File: src/rtl/movegen_scheduler.sv
// movegen_scheduler: scans the packed board, dispatches pieces of the side to move to the
// move generator and stores returned moves in result RAM. Watchdog option: MOVEGEN_WATCHDOG_EN.
module movegen_scheduler #(
   parameter int DATA_WIDTH     = 32,
   parameter int ADDR_WIDTH     = 15,
   parameter int MOVE_BASE      = 16,
   parameter int MAX_MOVES      = 128,
   parameter int TIMEOUT_CYCLES = 255
) (
   input  logic                  clk,
   input  logic                  reset,
   input  logic                  start,
   input  logic                  abort,
   input  logic                  side,
   output logic [2:0]            board_addr,
   input  logic [DATA_WIDTH-1:0] board_rdata,
   output logic                  gen_req,
   output logic [5:0]            gen_square,
   output logic [3:0]            gen_piece,
   input  logic                  gen_ack,
   input  logic                  gen_move_valid,
   input  logic [5:0]            gen_move,
   input  logic                  gen_done,
   output logic                  res_we,
   output logic [ADDR_WIDTH-1:0] res_addr,
   output logic [DATA_WIDTH-1:0] res_wdata,
   output logic                  busy,
   output logic                  done,
   output logic [7:0]            move_count,
   output logic                  overflow,
   output logic                  timeout_err
);

   typedef enum logic [2:0] {
      S_IDLE, S_FETCH, S_WAIT, S_SCAN, S_REQ, S_COLLECT, S_DONE
   } state_t;

   localparam logic [7:0] MAX_CNT = 8'(MAX_MOVES);

   if (MAX_MOVES > 255 || TIMEOUT_CYCLES < 1) begin : g_bad_params
      $error("movegen_scheduler: MAX_MOVES must fit in 8 bits and TIMEOUT_CYCLES must be >= 1");
   end

   state_t                state, state_nxt, step_state;
   logic [2:0]            word_idx, nib_idx;
   logic [DATA_WIDTH-1:0] board_word;
   logic                  side_q;
   logic [3:0]            nibble;
   logic                  own_piece, step, wd_fire;

   assign nibble     = board_word[{nib_idx, 2'b00} +: 4];
   assign own_piece  = (nibble != 4'd0) && (nibble[3] == side_q);
   assign step_state = (nib_idx != 3'd7) ? S_SCAN : (word_idx != 3'd7) ? S_FETCH : S_DONE;

   assign board_addr = word_idx;
   assign gen_req    = (state == S_REQ);
   assign gen_square = (state == S_REQ) ? {word_idx, nib_idx} : 6'd0;
   assign gen_piece  = (state == S_REQ) ? nibble : 4'd0;
   assign busy       = (state != S_IDLE) && (state != S_DONE);

`ifdef MOVEGEN_WATCHDOG_EN
   localparam int WD_W = $clog2(TIMEOUT_CYCLES + 1);
   logic [WD_W-1:0] wd_cnt;
   logic            wd_active, wd_kick;

   assign wd_active = (state == S_REQ) || (state == S_COLLECT);
   assign wd_kick   = ((state == S_REQ) && gen_ack) ||
                      ((state == S_COLLECT) && (gen_move_valid || gen_done));
   assign wd_fire   = wd_active && !wd_kick && (wd_cnt == WD_W'(TIMEOUT_CYCLES - 1));

   always_ff @(posedge clk) begin
      if (reset || abort || !wd_active || wd_kick || wd_fire) wd_cnt <= '0;
      else                                                   wd_cnt <= wd_cnt + 1'b1;
   end
`else
   assign wd_fire = 1'b0;
`endif

   always_ff @(posedge clk) begin
      if (reset) state <= S_IDLE;
      else       state <= state_nxt;
   end

   // NOTE: every signal written here gets a default first so no path leaves it unassigned (no latch).
   always_comb begin
      state_nxt = state;
      step      = 1'b0;
      if (abort) begin
         state_nxt = S_IDLE;
      end else begin
         case (state)
            S_IDLE:    if (start) state_nxt = S_FETCH;
            S_FETCH:   state_nxt = S_WAIT;
            S_WAIT:    state_nxt = S_SCAN;
            S_SCAN:    if (own_piece) state_nxt = S_REQ; else step = 1'b1;
            S_REQ:     if (gen_ack) state_nxt = S_COLLECT; else if (wd_fire) step = 1'b1;
            S_COLLECT: if (gen_done || wd_fire) step = 1'b1;
            S_DONE:    state_nxt = S_IDLE;
            default:   state_nxt = S_IDLE;
         endcase
         if (step) state_nxt = step_state;
      end
   end

   // NOTE: sequential state uses non-blocking assignments so all registers update from pre-edge values.
   always_ff @(posedge clk) begin
      if (reset) begin
         word_idx    <= 3'd0;
         nib_idx     <= 3'd0;
         board_word  <= '0;
         side_q      <= 1'b0;
         res_we      <= 1'b0;
         res_addr    <= ADDR_WIDTH'(MOVE_BASE);
         res_wdata   <= '0;
         done        <= 1'b0;
         move_count  <= 8'd0;
         overflow    <= 1'b0;
         timeout_err <= 1'b0;
      end else begin
         res_we <= 1'b0;
         if (abort) begin
            done <= 1'b0;
         end else begin
            case (state)
               S_IDLE: if (start) begin
                  side_q      <= side;
                  move_count  <= 8'd0;
                  overflow    <= 1'b0;
                  done        <= 1'b0;
                  timeout_err <= 1'b0;
                  word_idx    <= 3'd0;
                  nib_idx     <= 3'd0;
               end
               S_WAIT: begin
                  board_word <= board_rdata;
                  nib_idx    <= 3'd0;
               end
               S_COLLECT: if (gen_move_valid) begin
                  if (move_count < MAX_CNT) begin
                     res_we     <= 1'b1;
                     res_addr   <= ADDR_WIDTH'(MOVE_BASE) + ADDR_WIDTH'(move_count);
                     res_wdata  <= DATA_WIDTH'({nibble, word_idx, nib_idx, gen_move});
                     move_count <= move_count + 8'd1;
                  end else begin
                     overflow <= 1'b1;
                  end
               end
               default: ;
            endcase
            // Advance to the next square; the word index rolls over after the last nibble.
            if (step) begin
               nib_idx <= nib_idx + 3'd1;
               if (nib_idx == 3'd7) word_idx <= word_idx + 3'd1;
               if (step_state == S_DONE) done <= 1'b1;
            end
            if (wd_fire) timeout_err <= 1'b1;
         end
      end
   end

endmodule

File: config.mk
export PLATFORM = sky130hd
export DESIGN_NAME = movegen_scheduler
export DESIGN_NICKNAME = d
export VERILOG_FILES = /design/src/rtl/movegen_scheduler.sv
export SDC_FILE = /design/constraint.sdc
export NUM_CORES = 1
export LEC_CHECK = 0
export CORE_UTILIZATION = 41
export DETAILED_ROUTE_END_ITERATION = 8
export GPL_TIMING_DRIVEN = 0
export MAX_ROUTING_LAYER = met4
export PLACE_DENSITY_LB_ADDON = 0.05
export REMOVE_ABC_BUFFERS = 1
export SLEW_MARGIN = 20
export SYNTH_ARGS = -nofsm -noshare
export SYNTH_HDL_FRONTEND = slang
export SYNTH_SLANG_ARGS = --single-unit
File: constraint.sdc
create_clock -name clk -period 2.4 [get_ports clk]
set_input_delay 0.24 -clock clk [delete_from_list [all_inputs] [get_ports clk]]
set_output_delay 0.24 -clock clk [all_outputs]
set_load 0.01 [all_outputs]
==> flow_summary.yaml <==
detailed_routing:
  via_count: 3021
  routed_via_density: 4.90
  antenna_left: 0
  drc_errors: 0
  drtIter0Drc: 79
  wirelength_mm: 8.15
  wire_per_inst_um: 13.2
  drt-pass1-iter-count: 4
yosys:
  synth-seq-cells: 78
  ys.flop_type: "dfxtp_1"
  synth_area_leaders: "dfxtp_1, nand2_1, a21oi_1"
  async_flop_share: 0
  ys_seq_area_frac: 0.445
  synth_top_area_frac: 0.445
  synth_cell_types: 49
  ys_warn_count: 0
  syn_inst: 418
  yosysTopAreaCell: "dfxtp_1"
  synth-edff-count: 0
  synth_area_per_cell_um2: 8.39
  synthesis.area_mm2: 0.00351
critical_path:
  critical_path_class: "reg -> reg"
  start_kind: "register"
  endpoint_kind: "register"
  cp_data_required_time_ps: 2630
  reg2reg_from: "nib_idx[1]$_SDFFE_PP0P_"
  crit_arrival_ps: 2580
  crit_start: "nib_idx[1]$_SDFFE_PP0P_"
  cp_max_fo: 10
clocking:
  cts_sinks: 78
  cts_tree: "done"
  numCtsBuffers: 9
  root_buffer: "clkbuf_8"
  clkLatencyLatePin_ps: 350
  htreeDepth: 3
  cts_buffer_depth: 2
  clk_pin_slew_ps: 80
timing:
  skew_ps: 9.05
  max_freq_mhz: 427
  rsz0062_at_grt: "false"
  worstMarginPinSlew_ps: 742
  slew_headroom: 0.505
  fin_crit_ps: 2340
  hold_violations: 0
  drv_slew: 0
  fin_crit_sh: 0.976
  setup_viol: 0
pwr:
  leakagePower_nw: 1.72
  p_sw_mw: 0.560
  seq_power_share: 0.476
  ir_drop_v: 0.000265
  pwr-share-clk: 0.460
  swShare: 0.204
  internal_power_mw: 2.19
  combPwrFrac: 0.064
  power_density_mw_per_mm2: 574
floorplanning:
  initial_core_util: 0.425
  core-area_mm2: 0.00826
  rows: 33
  die_w_um: 94.5
  die-area_mm2: 0.00893
  ios: 120
  die_h_um: 94.5
cells_and_area:
  syn_to_final_growth_pct: 36.3
  final_cell_mix: "nand2_1, clkdlybuf4s50_1, dfxtp_1, a21oi_1, nor2_1"
  drive_gt1_frac: 0.102
  final_common_cell: "nand2_1"
  nNetsFinal: 559
  diodes: 0
  instances_no_fill: 617
  fin_area_mm2: 0.00478
global_routing:
  grt.total_usage: 0.198
  grt_pass1_vias: 2726
  antenna_found_initial: 0
  grt_pass1_wl_mm: 13.1
  grt_max_degree: 68
  gr-total-overflow: 0
min_path:
  hp-start: "board_rdata[15]"
  hold_class: "in -> reg"
status:
  outcome: "completed"
place:
  post_dp_cell_area_mm2: 0.00440
  gp_congestion: 0.837
  port_buffers: 96
  dp.cells: 592
  hpwl_mm: 5.34
job:
  cap_violations: 0
[per-stage QoR]
step	hold WS [ps]	util	power, mW	setup TNS (ps)	setup WS, ps
6_report	438	0.579	2.75	0	57.0
5_1_grt	432	0.579	2.86	0	1.82
4_1_cts	418	0.576	2.77	0	15.0
3_5_place_dp	446	0.533	1.51	-18660	-484
3_3_place_gp	440	0.532	1.51	-41560	-1410
2_1_floorplan	309	-	1.40	-236	-107
[layer usage]
layer	vias up	GRT usage	routed length (um)
met5	-	-	0
met4	0	0.0682	106
met3	9	0.0556	531
met2	86	0.329	3890
met1	1379	0.229	3620
li1	1547	-	-
[final cells by class]
class,instances,area (um^2)
Clock inverter,6,134
Clock buffer,10,128
Multi-Input combinational cell,308,1770
Timing Repair Buffer,105,1020
Fill cell,799,3480
Tap cell,105,131
Sequential cell,78,1570
Inverter,5,18.8
[sequential cells by signal, indices dropped and copies added, names as in the netlist]
name	cells
res_addr	9
board_word	32
board_addr	3
done	1
nib_idx	3
overflow	1
move_count	8
state	3
res_we	1
side_q	1
res_wdata	16
[synthesized netlist by cell type, types with 2 or more instances]
| cell | instances |
|---|---|
| nand2_1 | 108 |
| dfxtp_1 | 78 |
| a21oi_1 | 58 |
| nor2_1 | 27 |
| buf_4 | 23 |
| clkbuf_1 | 21 |
| nand3_1 | 8 |
| and2_1 | 7 |
| mux4_2 | 7 |
| ha_1 | 6 |
| and3_1 | 5 |
| inv_1 | 5 |
| xor2_1 | 5 |
| a211oi_1 | 4 |
| mux2i_1 | 4 |
| nand4_1 | 4 |
| xnor2_1 | 4 |
| a32o_1 | 3 |
| nor2b_1 | 3 |
| nor3_1 | 3 |
| a31oi_1 | 2 |
| buf_2 | 2 |
| buf_6 | 2 |
| nand2b_1 | 2 |
| nor4_1 | 2 |
| o21ai_0 | 2 |
[power groups by stage]
stage / Combinational, mW / Sequential (mW) / Clock (mW)
2_1_floorplan: 0.0579 / 1.34 / 0
3_3_place_gp: 0.171 / 1.34 / 0
3_5_place_dp: 0.172 / 1.34 / 0
4_1_cts: 0.173 / 1.31 / 1.29
5_1_grt: 0.192 / 1.31 / 1.36
6_report: 0.174 / 1.31 / 1.26
[critical path, cell delays in order (launching register included)]
cell and delay, ps:
dfxtp_4 410, mux4_2 500, mux2_4 320, a311o_1 330
a22o_4 280, and4_4 200, a32o_1 190
[path summary, 6_finish.rpt]
path	to	slack, ps	depth (start not counted)
worst min register to register	res_addr[2]$_SDFFE_PP0P_	450	2
worst max register to register	board_addr[2]$_SDFFE_PP0N_	60	6
worst min-delay path	board_word[15]$_SDFFE_PP0P_	440	3
worst max-delay path	board_addr[2]$_SDFFE_PP0N_	60	6
[timing repair]
item	CTS	global route
hold buffers	0	0
buffers inserted	9	0
pin swaps	0	1
resized for setup	16	5
setup endpoints to repair	25	34
[cells by family after synthesis]
logic type                 share of synthesized area
DFF                                            0.445
AOI/OAI and AO/OA                              0.131
buffers and inverters                         0.0874
muxes                                         0.0681
and+or+nand+nor                                0.223
adders and majority gates                     0.0214
other                                        0.00107
xor gates and xnor gates                      0.0225
No activity file was read; power rests on OpenSTA's default activity.
